File: src/rtl/issue_operand_scoreboard.sv
// Tracks in-flight physical destination registers from issue to writeback,
// answers per-read-port inuse queries and runs the quiesce/drain handshake.

module issue_operand_scoreboard_rport #(
  parameter int NUM_PHYS_REGS      = 64,
  parameter int NUM_WB_PORTS       = 3,
  parameter int ZERO_REG_HARDWIRED = 1,
  localparam int AW = $clog2(NUM_PHYS_REGS)
) (
  input  logic [NUM_PHYS_REGS-1:0]   inuse_vec,
  input  logic [AW-1:0]              rs,
  input  logic [NUM_WB_PORTS-1:0]    clear_valid,
  input  logic [NUM_WB_PORTS*AW-1:0] clear_addr,
  output logic                       hit
);
  logic byp;

  // Same-cycle writeback bypass: a matching clear releases the operand now.
  always_comb begin
    byp = 1'b0;
    for (int k = 0; k < NUM_WB_PORTS; k++)
      if (clear_valid[k] && clear_addr[k*AW +: AW] == rs) byp = 1'b1;
    hit = inuse_vec[rs] & ~byp & ~((ZERO_REG_HARDWIRED != 0) && (rs == '0));
  end
endmodule

module issue_operand_scoreboard #(
  parameter int NUM_PHYS_REGS      = 64,
  parameter int READ_PORTS         = 2,
  parameter int NUM_WB_PORTS       = 3,
  parameter int ZERO_REG_HARDWIRED = 1,
  localparam int AW = $clog2(NUM_PHYS_REGS)
) (
  input  logic                       clk,
  input  logic                       rst,
  input  logic                       set_valid,
  input  logic [AW-1:0]              set_addr,
  input  logic [NUM_WB_PORTS-1:0]    clear_valid,
  input  logic [NUM_WB_PORTS*AW-1:0] clear_addr,
  input  logic [READ_PORTS*AW-1:0]   rs_addr,
  output logic [READ_PORTS-1:0]      inuse,
  output logic [AW:0]                outstanding,
  input  logic                       quiesce_req,
  output logic                       quiesce_ack,
  output logic                       issue_block
);
  typedef enum logic [1:0] {IDLE, DRAIN, DONE} state_t;

  state_t                    state_q, state_d;
  logic [NUM_PHYS_REGS-1:0]  inuse_r, inuse_d, set_mask, clr_mask;
  logic [NUM_WB_PORTS-1:0]   clr_eff;
  logic [AW:0]               count_r, count_d, dec_cnt;
  logic                      set_eff, inc;

  always_comb begin
    set_eff  = set_valid && !((ZERO_REG_HARDWIRED != 0) && (set_addr == '0));
    set_mask = '0;
    if (set_eff) set_mask[set_addr] = 1'b1;
    inc      = set_eff && !inuse_r[set_addr];
    clr_mask = '0;
    clr_eff  = '0;
    dec_cnt  = '0;
    // A clear only counts if the bit is set, no same-cycle set wins over it,
    // and no lower-numbered port already cleared the same register.
    for (int k = 0; k < NUM_WB_PORTS; k++) begin
      if (clear_valid[k]) begin
        clr_mask[clear_addr[k*AW +: AW]] = 1'b1;
        clr_eff[k] = inuse_r[clear_addr[k*AW +: AW]] && !set_mask[clear_addr[k*AW +: AW]];
        for (int j = 0; j < k; j++)
          if (clear_valid[j] && clear_addr[j*AW +: AW] == clear_addr[k*AW +: AW])
            clr_eff[k] = 1'b0;
      end
      if (clr_eff[k]) dec_cnt = dec_cnt + (AW+1)'(1);
    end
    inuse_d = (inuse_r & ~clr_mask) | set_mask;
    count_d = count_r + {{AW{1'b0}}, inc} - dec_cnt;
  end

  always_ff @(posedge clk) begin
    if (rst) begin
      inuse_r <= '0;
      count_r <= '0;
      state_q <= IDLE;
    end else begin
      inuse_r <= inuse_d;
      count_r <= count_d;
      state_q <= state_d;
    end
  end

  always_comb begin
    state_d     = state_q;
    issue_block = 1'b0;
    quiesce_ack = 1'b0;
    case (state_q)
      IDLE:  if (quiesce_req) state_d = DRAIN;
      DRAIN: begin
        issue_block = 1'b1;
        if (!quiesce_req)       state_d = IDLE;
        else if (count_d == '0) state_d = DONE;
      end
      DONE: begin
        issue_block = 1'b1;
        quiesce_ack = 1'b1;
        // A late producer slipping through re-opens the drain.
        if (!quiesce_req)   state_d = IDLE;
        else if (set_valid) state_d = DRAIN;
      end
      default: state_d = IDLE;
    endcase
  end

  assign outstanding = count_r;

  for (genvar i = 0; i < READ_PORTS; i++) begin : g_rport
    issue_operand_scoreboard_rport #(
      .NUM_PHYS_REGS      (NUM_PHYS_REGS),
      .NUM_WB_PORTS       (NUM_WB_PORTS),
      .ZERO_REG_HARDWIRED (ZERO_REG_HARDWIRED)
    ) u_rport (
      .inuse_vec   (inuse_r),
      .rs          (rs_addr[i*AW +: AW]),
      .clear_valid (clear_valid),
      .clear_addr  (clear_addr),
      .hit         (inuse[i])
    );
  end
endmodule

File: config.mk
export PLATFORM = sky130hd
export DESIGN_NAME = issue_operand_scoreboard
export DESIGN_NICKNAME = d
export VERILOG_FILES = /design/src/rtl/issue_operand_scoreboard.sv
export SDC_FILE = /design/constraint.sdc
export NUM_CORES = 1
export LEC_CHECK = 0
export BUFFER_PORTS_ARGS = -buffer_cell sky130_fd_sc_hd__buf_2
export CAP_MARGIN = 20
export CORE_UTILIZATION = 57
export DETAILED_ROUTE_END_ITERATION = 10
export PLACE_DENSITY = 0.8
export SYNTH_ARGS = -nofsm -noshare
export SYNTH_HDL_FRONTEND = slang
export SYNTH_HIERARCHICAL = 1
export SYNTH_SLANG_ARGS = --single-unit
File: constraint.sdc
create_clock -name clk -period 6.7 [get_ports clk]
set_clock_uncertainty 0.1 [all_clocks]
set_input_delay 2.01 -clock clk [delete_from_list [all_inputs] [get_ports clk]]
set_output_delay 2.01 -clock clk [all_outputs]
set_load 0.005 [all_outputs]
---- After elaboration in Yosys (flattened, before gate mapping) ----
Index checks and enable logic that the tools add are counted.
storage, ports and cells
  output and inout bits ................... 11
  logic and storage cells ................. 127
  flip-flop bits (word level) ............. 73
  bits of input ports ..................... 43
operators by class
  magnitude comparators ................... 10
  mux-type cells .......................... 53
  eq/ne operators ......................... 14
  bitwise logic cells ..................... 13
  reductions and logical operators ........ 30
  $add $sub $neg .......................... 4
operator list
  operator                                                            count
  two-way mux 64 bit                                                  4
  bitwise OR 64 bit                                                   3
  bitwise AND 64 bit                                                  1
  inverter 64 bit                                                     1
  binary-select mux 1 bit (select 6 bit)                              9
  equality test 6 bit                                                 9
  < comparator 6 x 7 -> 1 bit (second input constant)                 6
  two-way mux 1 bit                                                   28
  demux 1 bit (select 6 bit)                                          4
  greater-or-equal comparator 6 x 1 -> 1 bit (second input constant)  4
  logical AND 1 bit                                                   18
  zero test 6 bit                                                     3
  adder 7 x 1 -> 7 bit (second input constant)                        2
  two-way mux 7 bit                                                   2
  two-way mux 2 bit                                                   5
  adder 7 x 1 -> 7 bit                                                1
  zero test 7 bit                                                     1
  subtractor 7 bit                                                    1
  != test 3 bit (second input constant)                               2
  one-hot mux 2 bit (3 select lines)                                  1
  zero test 1 bit                                                     5
  bitwise AND 1 bit                                                   4
  inverter 1 bit                                                      4
  AND reduction 3 bit                                                 1
  5 further kinds                                                     5

---- Depth between registers and ports, before layout ----
Gate-level depths: netlist of the first run.
  depth after elaboration ................. 20
  depth in mapped cells ................... 22
  mapped depth without buffers ............ 20

---- Modules after synthesis ----
Netlist of the first run, hierarchy kept.
modules (own cells, without submodules)
  module                          area an instance (sq um)  instances  cells each  sequential area each (sq um)
  issue_operand_scoreboard        7402.1                    1          987         1461.4
  issue_operand_scoreboard_rport  859.6                     2          88          0.0

---- Worst setup path after synthesis of the first run ----
Ideal clock, no wire load.
  path type ............................... input port to flip-flop
  start ................................... in clear_addr[0]
  end ..................................... reg state_q[0]
  setup slack ............................. 0.056 ns
  buffers on the path ..................... 2
  stages .................................. 21
  library setup time ...................... 0.132 ns
  arrival ................................. 6.412 ns
  path through ............................ buf_4 -> or2_2 -> clkbuf_1 -> o21ai_1 -> a211o_1 -> mux4_2 -> nor2b_4 -> or4_1 -> ha_1 -> xor2_1 -> ha_1 -> inv_1 -> ha_1 -> fa_1 -> a21o_1 -> a21oi_1 -> o21bai_1 -> a21oi_1 -> mux2i_1 -> a21o_1 -> a21oi_1
on the way
  word-level cells in the longest chain between the ends .. 14
  elaborated cells between the ends (all ways) .. 25
ends and longest elaborated chain
  item                                     RTL line  RTL
  start: declaration                       39        input logic [NUM_WB_PORTS*AW-1:0] clear_addr,
  binary-select mux 1 bit (select 6 bit)   68        clr_eff[k] = inuse_r[clear_addr[k*AW +: AW]] && !set_mask[clear_addr[k*AW +: AW]];
  two-way mux 1 bit (implied by the code)  68
  zero test 1 bit                          68
  logical AND 1 bit                        68
  two-way mux 1 bit                        66        if (clear_valid[k]) begin
  two-way mux 1 bit                        73        if (clr_eff[k]) dec_cnt = dec_cnt + (AW+1)'(1);
  adder 7 x 1 -> 7 bit                     73
  two-way mux 7 bit                        73
  adder 7 x 1 -> 7 bit                     73
  two-way mux 7 bit *                      73
  subtractor 7 bit *                       76        count_d = count_r + {{AW{1'b0}}, inc} - dec_cnt;
  zero test 7 bit *                        100       else if (count_d == '0) state_d = DONE;
  != test 3 bit (no source line) *         --
  AND reduction 3 bit (no source line) *   --
  end signal: assignment                   87        state_q <= state_d;
  end: declaration                         49        state_t state_q, state_d;
Every way passes the cells marked *; elsewhere a longest branch is shown, timed or not. The select of a mux whose other input is x is not followed.
A chain may end at the register's enable or synchronous reset.

---- Final worst setup path of the first run ----
  start ................................... in clear_addr[1]
  end ..................................... reg state_q[0]
The elaborated chain is that of the path after synthesis.

==> results.txt, run 1 <==
After synthesis, the netlist uses 65 different library cells. The row count is 45. The max-slew violation total from the final report was 0. The detail route stage leaves a number of antenna-violating nets equal to 0. The post-placement cell count is 1465. The count of warnings emitted by yosys came out at 6.

The area growth from synthesis to layout is 16.43%. The setup TNS came out at 0 ps. Post-CTS timing repair inserted 0 buffers for setup.

Dividing total power by cell area gives a power density of 165.7 nW/um^2. The sequential share of the synthesized area came out at 0.1602. CTS placed an instance of clkbuf_16 at the clock tree root.

Across all layers, the routed design uses 10980 vias. The cell count after synthesis is 1163, and the area enclosed by the die boundary is 16510 sq um. Yosys attributes the largest share of cell area to dfxtp_1, mux4_2, nor2_1. The flow ran to the end, and the final reports show no timing, DRC or antenna violations. The switching share of total power came out at 0.3966.

Synthesis produced a netlist with a net count of 1221. The logs give 0.5912 for the starting density of the core and 1324 for the net total in the final layout. Post-route fraction of the period consumed by the critical path: 0.9792. The signal on the critical path passes through clkbuf_4 > mux2i_1 > nand2_1 > o21ai_1 > a211o_1 > mux4_2 > nor2b_4 > or4_4 > ha_4 > xor2_1 > ha_1 > inv_1 > ha_1 > fa_1 > buf_4 > xor2_1 > nor4_2 > nand3_1 > o21ai_0 > buf_4 > nand3_1 > a21oi_1. The H-tree generated during clock tree synthesis spans 3 levels. The worst hold slack is 514.6 ps.

Setup violations remaining at the end of the flow were counted as 0. STA classifies the critical path endpoint as a flip-flop. In this run, synthesis inferred 0 flip-flops with an integrated enable. Data on the critical path is required at its endpoint by 6870 ps. Share of the synthesized area in the top cell type: 0.1602.

The placer congestion estimate is 1.079. The run gives 9121 sq um as the post-synth design cell area. The combinational fraction of design power came out at 0.462. For the length of the first detailed-routing pass in iterations, the log shows 6.

The run gives 0 as the number of hold violations in the final report. The smallest clock period supported by the final layout is computed as 6560 ps. The worst path meets setup with 139.5 ps of slack. The tools report the switching power summed over all nets as 697.9 uW. Detailed placement ended at an HPWL of 31450 um. For the via count of the first global-routing pass, the log shows 10020. Averaged over all synthesized cells, the footprint is 7.843 sq um. The clock latency of the later-clocked register in the worst-skew pair was 350 ps; the number of input and output port buffers inserted was 53. The tools report the finished layout cell area as 10620 sq um. Along the worst path, the maximum fanout reaches 10. The synthesized design contains 73 register bits. The normalized max-slew margin was 0.2441. The logs give 0.261 for the fraction of power consumed by the clock network and 0 for the residual overflow from global routing.

For the number of antenna violations at the first check in global routing, the log shows 1. The setup path with the least slack is of type primary input to flip-flop. The via density per instance was 7.413. The DRC marker count from the first detailed-route iteration is 1674.

The share of flip-flops with an asynchronous set or reset after synthesis came out at 0. For this run, the top clock speed supported by timing is 152.4 MHz. The horizontal die dimension was 128.5 um; the total placed instance area was 10310 sq um. The total area inside the core boundary comes to 15430 sq um. Fraction of final layout cells sized beyond drive strength 1: 0.2291. 0 antenna diodes ended up in the layout.

The run gives 0 as the number of design rule violations left after detail routing. The slew of the pin with the lowest slew margin was 1125 ps. The run gives 0.277 as the register share of total power. The largest single stage delay on the critical path is 550 ps. After detailed routing, the average wire length per cell comes to 29.29 um. The die height came out at 128.5 um. The library cell contributing the largest single delay on the critical path was or4_4. STA classifies the critical path startpoint as a primary input. The logs give 0.5268 for the global-route usage over all layers and 43380 um for the total length of routed wires. Cell with the most instances after synthesis: nor2_1. TritonCTS built the clock tree.

The path class of the tightest hold or removal check is flip-flop to flip-flop. Once layout is complete, the cells apart from fillers number 1481. The top cell type by total area after synthesis is dfxtp_1. The internal portion of the total power is 1.062 mW. VDD sags by at most 0.2854 mV. 54 I/O pins were placed.

The number of sinks driven by the clock tree is 73. Among all flip-flop cells after synthesis, the most frequent one is dfxtp_1. The tools report the wire length of the first global-routing pass as 62910 um. Reported max-cap violation count: 0. Counting the buffers created by CTS gives 9.

Entering global routing, the biggest net connects 74 pins. The commonest cells after synthesis are nor2_1, nand2_1, dfxtp_1. Hold repair after CTS inserted 0 buffers. The run gives -311.9 ps as the setup slack at placement. For this design the static power due to leakage is 3.956 nW. Clock-pin slew was measured on the worst setup and hold paths at 70 ps. Buffer depth of the longest clock path: 2.

STA puts the critical path data arrival time at 6730 ps.
==> worst max-delay path: cells and delay by family <==
kind                       cells  cell delay, ps
AOI/OAI and AO/OA              4             710
xor gates and xnor gates       2             360
muxes                          2             610
adders and majority gates      4            1170
and+or+nand+nor                6            1330
buffers and inverters          4             530
==> cells by family after synthesis <==
kind of cell | synth area share
AND/OR/NAND/NOR | 0.2350
adder cells (fa/ha/maj) | 0.02140
AO/OA/AOI/OAI | 0.2447
multiplexers | 0.2114
flip-flops | 0.1602
XOR/XNOR | 0.06626
buffers and inverters | 0.06104
==> flip-flops by register name, indices dropped and copies added (netlist names) <==
| name | cells |
|---|---|
| inuse_r | 64 |
| state_q | 2 |
| outstanding | 7 |
==> path summary, 6_finish.rpt <==
path	cells after the start	slack [ps]	from	end
max	22	140	clear_addr[1]	state_q[0]$_SDFFE_PP0P_
min	2	510	inuse_r[41]$_SDFF_PP0_	inuse_r[41]$_SDFF_PP0_
max reg2reg	21	1310	inuse_r[54]$_SDFF_PP0_	state_q[0]$_SDFFE_PP0P_
min reg2reg	2	510	inuse_r[41]$_SDFF_PP0_	inuse_r[41]$_SDFF_PP0_
==> cell type report <==
type | count | area, sq um
Sequential cell | 73 | 1461
Tap cell | 211 | 264.0
Inverter | 17 | 63.81
Multi-Input combinational cell | 968 | 7137
Clock buffer | 9 | 225.2
Timing Repair Buffer | 197 | 1426
Clock inverter | 6 | 42.54
Fill cell | 1350 | 4807
==> power groups by stage <==
stage	Sequential [mW]	Combinational [mW]	Clock, mW
after global placement	0.493	0.726	0
after floorplan	0.489	0.468	0
after detailed placement	0.495	0.747	0
after global routing	0.490	0.859	0.473
after CTS	0.486	0.752	0.458
final	0.488	0.814	0.459
==> layout by cell type, fill, tap and decap left out, types with 27 or more instances in the layout <==
cell	Yosys	routed
xnor2_1	42	42
nor2b_1	27	27
nor2_1	139	139
mux4_2	37	37
o21ai_0	58	58
a22oi_1	38	38
buf_2	37	51
nand2_1	96	96
o22ai_1	44	44
xor2_1	27	27
dfxtp_1	73	73
a21oi_1	57	55
buf_4	2	137
mux2i_1	49	48
==> what timing repair did <==
action | CTS | global route
gates resized for setup | 0 | 8
setup endpoints to repair | 0 | 2
endpoints found under the hold margin | 0 | 0
==> metal layers <==
layer	track usage	vias up	part of all wire
li1	-	4612	-
met1	0.6578	5079	0.35
met2	0.7040	1044	0.39
met3	0.2528	244	0.18
met4	0.3730	0	0.078
met5	0	-	0
==> stage by stage <==
step,total power [mW],util
global route,1.823,0.6884
CTS,1.696,0.6854
finish,1.760,0.6884
floorplan,0.9565,-
detailed placement,1.242,0.6680
global placement,1.219,0.6680
(Power assumes the default switching activity.)
==> run 2, diff against run 1 <==
==> config.mk (replaced) <==
export PLATFORM = sky130hd
export DESIGN_NAME = issue_operand_scoreboard
export DESIGN_NICKNAME = d
export VERILOG_FILES = /design/src/rtl/issue_operand_scoreboard.sv
export SDC_FILE = /design/constraint.sdc
export NUM_CORES = 1
export LEC_CHECK = 0
export BUFFER_PORTS_ARGS = -buffer_cell sky130_fd_sc_hd__buf_4
export CAP_MARGIN = 20
export CORE_UTILIZATION = 60
export DETAILED_ROUTE_END_ITERATION = 10
export PLACE_DENSITY = 0.81
export SYNTH_ARGS = -nofsm -noshare
export SYNTH_HDL_FRONTEND = slang
export SYNTH_SLANG_ARGS = --single-unit
==> constraint.sdc (replaced) <==
create_clock -name clk -period 7.71 [get_ports clk]
set_clock_uncertainty 0.1 [all_clocks]
set_input_delay 2.313 -clock clk [delete_from_list [all_inputs] [get_ports clk]]
set_output_delay 2.313 -clock clk [all_outputs]
set_load 0.005 [all_outputs]
==> run 2 against run 1 <==
  * Global-route usage grew 3.7 points
  * Combinational power shrank 27%
  * Critical path depth shrank 3
  * Core utilization shrank 4.3 points
  * First-iteration DRC count grew 32%
  * Synthesized cell count shrank 5.7%
  * Hold slack gained 7.8 ps
  * Die area shrank 6.3%
  * Highest routed layer unchanged
  * Final cell count shrank 15%
==> results.txt, run 2 <==
The run finished with clean final reports. The library cell contributing the largest single delay on the critical path is a32oi_1. The number of enable flip-flop cells after synthesis was 0. Setup violations remaining at the end of the flow were counted as 0. The library cell used most frequently in the layout, excluding fill and tap cells, is nor2_1. The finished layout cell area was 9415 sq um; the fraction of final layout cells sized beyond drive strength 1 was 0.1769. The register with the most flip-flops in the layout has 64 of them. 54 I/O pins were placed. The final layout contains 1134 nets. The initialized floorplan defines 44 standard-cell rows. The via density per instance was 8.349.

Among all flip-flop cells after synthesis, the most frequent one is dfxtp_1. After synthesis the netlist holds a flip-flop and latch count of 73. Summing over every cut layer, the via total after detailed routing is 10550. Traced cell by cell, the critical path runs through buf_4 > buf_4 > xnor2_1 > nand3_1 > o22ai_1 > a32oi_1 > o221ai_1 > nor3_2 > xor2_1 > ha_1 > inv_1 > ha_1 > fa_1 > xor2_1 > nor4_1 > nand3_1 > o21ai_0 > nand4_1 > a21oi_1. The commonest cells after synthesis are nor2_1, nand2_1, dfxtp_1. The smallest setup slack after layout is 18.58 ps. The logs give 0.1627 for the sequential share of the synthesized area and 73 for the number of sinks driven by the clock tree. The tools report the total nets after synthesis as 1155. The count of nets left with antenna violations once routing finished came out at 0.

The finished layout holds 1264 standard cells, fillers aside. The die is 124.4 um wide. The placer congestion estimate came out at 1.101. During synthesis, Yosys emitted a total of 0 warnings.

Summing all multi-input logic gate instances after layout gives 6840 sq um. The die is 124.4 um tall. For this run, design rule violations remaining after detail routing come to 0. Setup repair after global routing left no endpoint under its margin.

The run gives 3.235 nW as the leakage power figure. Compared with the post-synthesis result, the final layout area differs by 4.820%. Data on the critical path is required at its endpoint by 7880 ps. Clock-pin slew was measured on the worst setup and hold paths at 60 ps.

Largest register by flop count: inuse_r. The critical path in this run is classified as primary input to flip-flop. The power density over the cells works out to 150.1 nW/um^2. After synthesis, the mean cell area works out to 8.188 sq um. The number of antenna diodes in the final layout is 0.

The logs give 9151 sq um for the total placed instance area and 2217 for the DRC marker count from the first detailed-route iteration. The clock passes through at most 2 buffers. The max-slew violation total from the final report is 0. The number of gates resized after CTS was 0; the wire length of the first global-routing pass was 64410 um. In the layout the commonest cells are nor2_1, nand2_1, dfxtp_1, buf_4, o22ai_1. The logs give 1 for the number of antenna violations at the first check in global routing and 8982 sq um for the post-synth design cell area. The count of buffers added on input and output ports is 53.

After technology mapping, the gate count stands at 1097. Share of the core filled with cells in the final layout: 0.6454. The worst setup path is captured at a flip-flop. The layout has 1253 filler cells. Buffers added to address setup during post-CTS repair amount to 0. For the finished layout, the period the worst path requires is 7691 ps.

After synthesis, the cell types taking the most area are dfxtp_1, mux4_2, nor2_1. The die covers 15460 sq um. Along the worst path, the maximum fanout reaches 24. After routing, the total negative slack on setup checks comes to 0 ps. After detailed routing, the average wire length per cell comes to 34.62 um.

Among all cell types in the netlist, the one instantiated most often is nor2_1. The clock latency of the later-clocked register in the worst-skew pair is 350 ps. The global-route usage over all layers came out at 0.5640. For the number of hold violations in the final report, the log shows 0. The normalized max-slew margin is 0.2683, and the post-route fraction of the period consumed by the critical path is 0.9976.

The run gives 130.0 MHz as the achievable frequency. The tools report the clock root buffer as clkbuf_16. The stage delay of the slowest cell on the critical path was 640 ps. The number of placed instances, taps included, is 1249.

The logs give 1461 sq um for the footprint of the flip-flops and latches and 8 for the length of the first detailed-routing pass in iterations. The cell family contributing the most delay on the critical path was compound AO/OA/AOI/OAI gates. The starting density of the core is 0.6157. The top cell type by total area after synthesis was dfxtp_1. The slew of the pin with the lowest slew margin was 1083 ps. The worst hold-check path type is flip-flop to flip-flop. The critical path contains buffers and inverters numbering 3 combined.

TritonCTS built the clock tree. The total CTS buffers is 9. In this run, post-CTS hold repair placed 0 buffers. Type of origin of the critical path: a primary input. The tools report the count of distinct cell types in the synthesized netlist as 79.

Summing internal, switching and leakage power gives 1.413 mW. The share of flip-flops with an asynchronous set or reset after synthesis works out to 0. The via count of the first global-routing pass came out at 10150. The total overflow left after global routing is 0. The clock tree synthesis step divided the H-tree into 3 levels. The share of the synthesized area in the top cell type was 0.1627; the total length of routed wires was 43760 um. The wire-length estimate of the detail-placed layout is 30010 um. The setup slack at placement is 360.0 ps.

Across all hold checks on the routed design, the worst slack comes to 522.3 ps. The worst-case IR drop observed on VDD is 0.2190 mV. The tool flagged a number of max-cap violations equal to 0. For the maximum number of pins on one net before global-route repair, the log shows 74.

STA puts the critical path data arrival time at 7860 ps. Placeable core region: 14590 sq um.
## run 2: cell types whose count changed after synthesis, moves of 11 or more
cell,delta
nor2_1,-16
mux4_2,+24
mux2_2,+11
nand2_1,-18
mux4_1,-12
o22ai_1,+25
a32oi_1,-18
mux2i_1,-28
a22oi_1,-15
o22a_1,+12
## run 2: kinds of logic after synthesis
kind of cell / count (synthesis) / synth area share
XOR/XNOR: 70 / 0.06825
AND/OR/NAND/NOR: 364 / 0.1993
AO/OA/AOI/OAI: 332 / 0.2492
adder cells (fa/ha/maj): 15 / 0.02173
multiplexers: 116 / 0.2223
flip-flops: 73 / 0.1627
buffers and inverters: 127 / 0.07647
## run 2: power by group
group | internal (mW) | switching, mW
logic | 0.228 | 0.365
clock network | 0.224 | 0.173
registers | 0.400 | 0.0235
total | 0.852 | 0.561
## run 2: tightest hold or removal path, stage by stage, from the launching register on
cell and delay (ps):
dfxtp_1 390, o211ai_1 120, a21oi_1 70
## run 2: cell type report
cell class,instances,share of cell area
Multi-Input combinational cell,897,0.7265
Sequential cell,73,0.1552
Timing Repair Buffer,70,0.05581
Clock buffer,12,0.02618
Tap cell,184,0.02445
Inverter,25,0.009967
Clock inverter,3,0.001860
## run 2: final timing paths
| path | startpoint | endpoint | slack (ps) | depth (start not counted) |
|---|---|---|---|---|
| worst max-delay path | set_addr[0] | state_q[1]$_SDFFE_PP0P_ | 20 | 19 |
| worst min-delay path | inuse_r[27]$_SDFF_PP0_ | inuse_r[27]$_SDFF_PP0_ | 520 | 2 |
| worst max register to register | inuse_r[43]$_SDFF_PP0_ | state_q[1]$_SDFFE_PP0P_ | 2140 | 16 |
| worst min register to register | inuse_r[27]$_SDFF_PP0_ | inuse_r[27]$_SDFF_PP0_ | 520 | 2 |
## run 2: per-layer routing
layer,wire [um],GRT usage,share of wire,vias up
met2,17130,0.7790,0.39,1187
met5,0,0,0,-
met1,14780,0.7012,0.34,4846
met3,7964,0.2414,0.18,349
li1,-,-,-,4171
met4,3889,0.3955,0.089,0
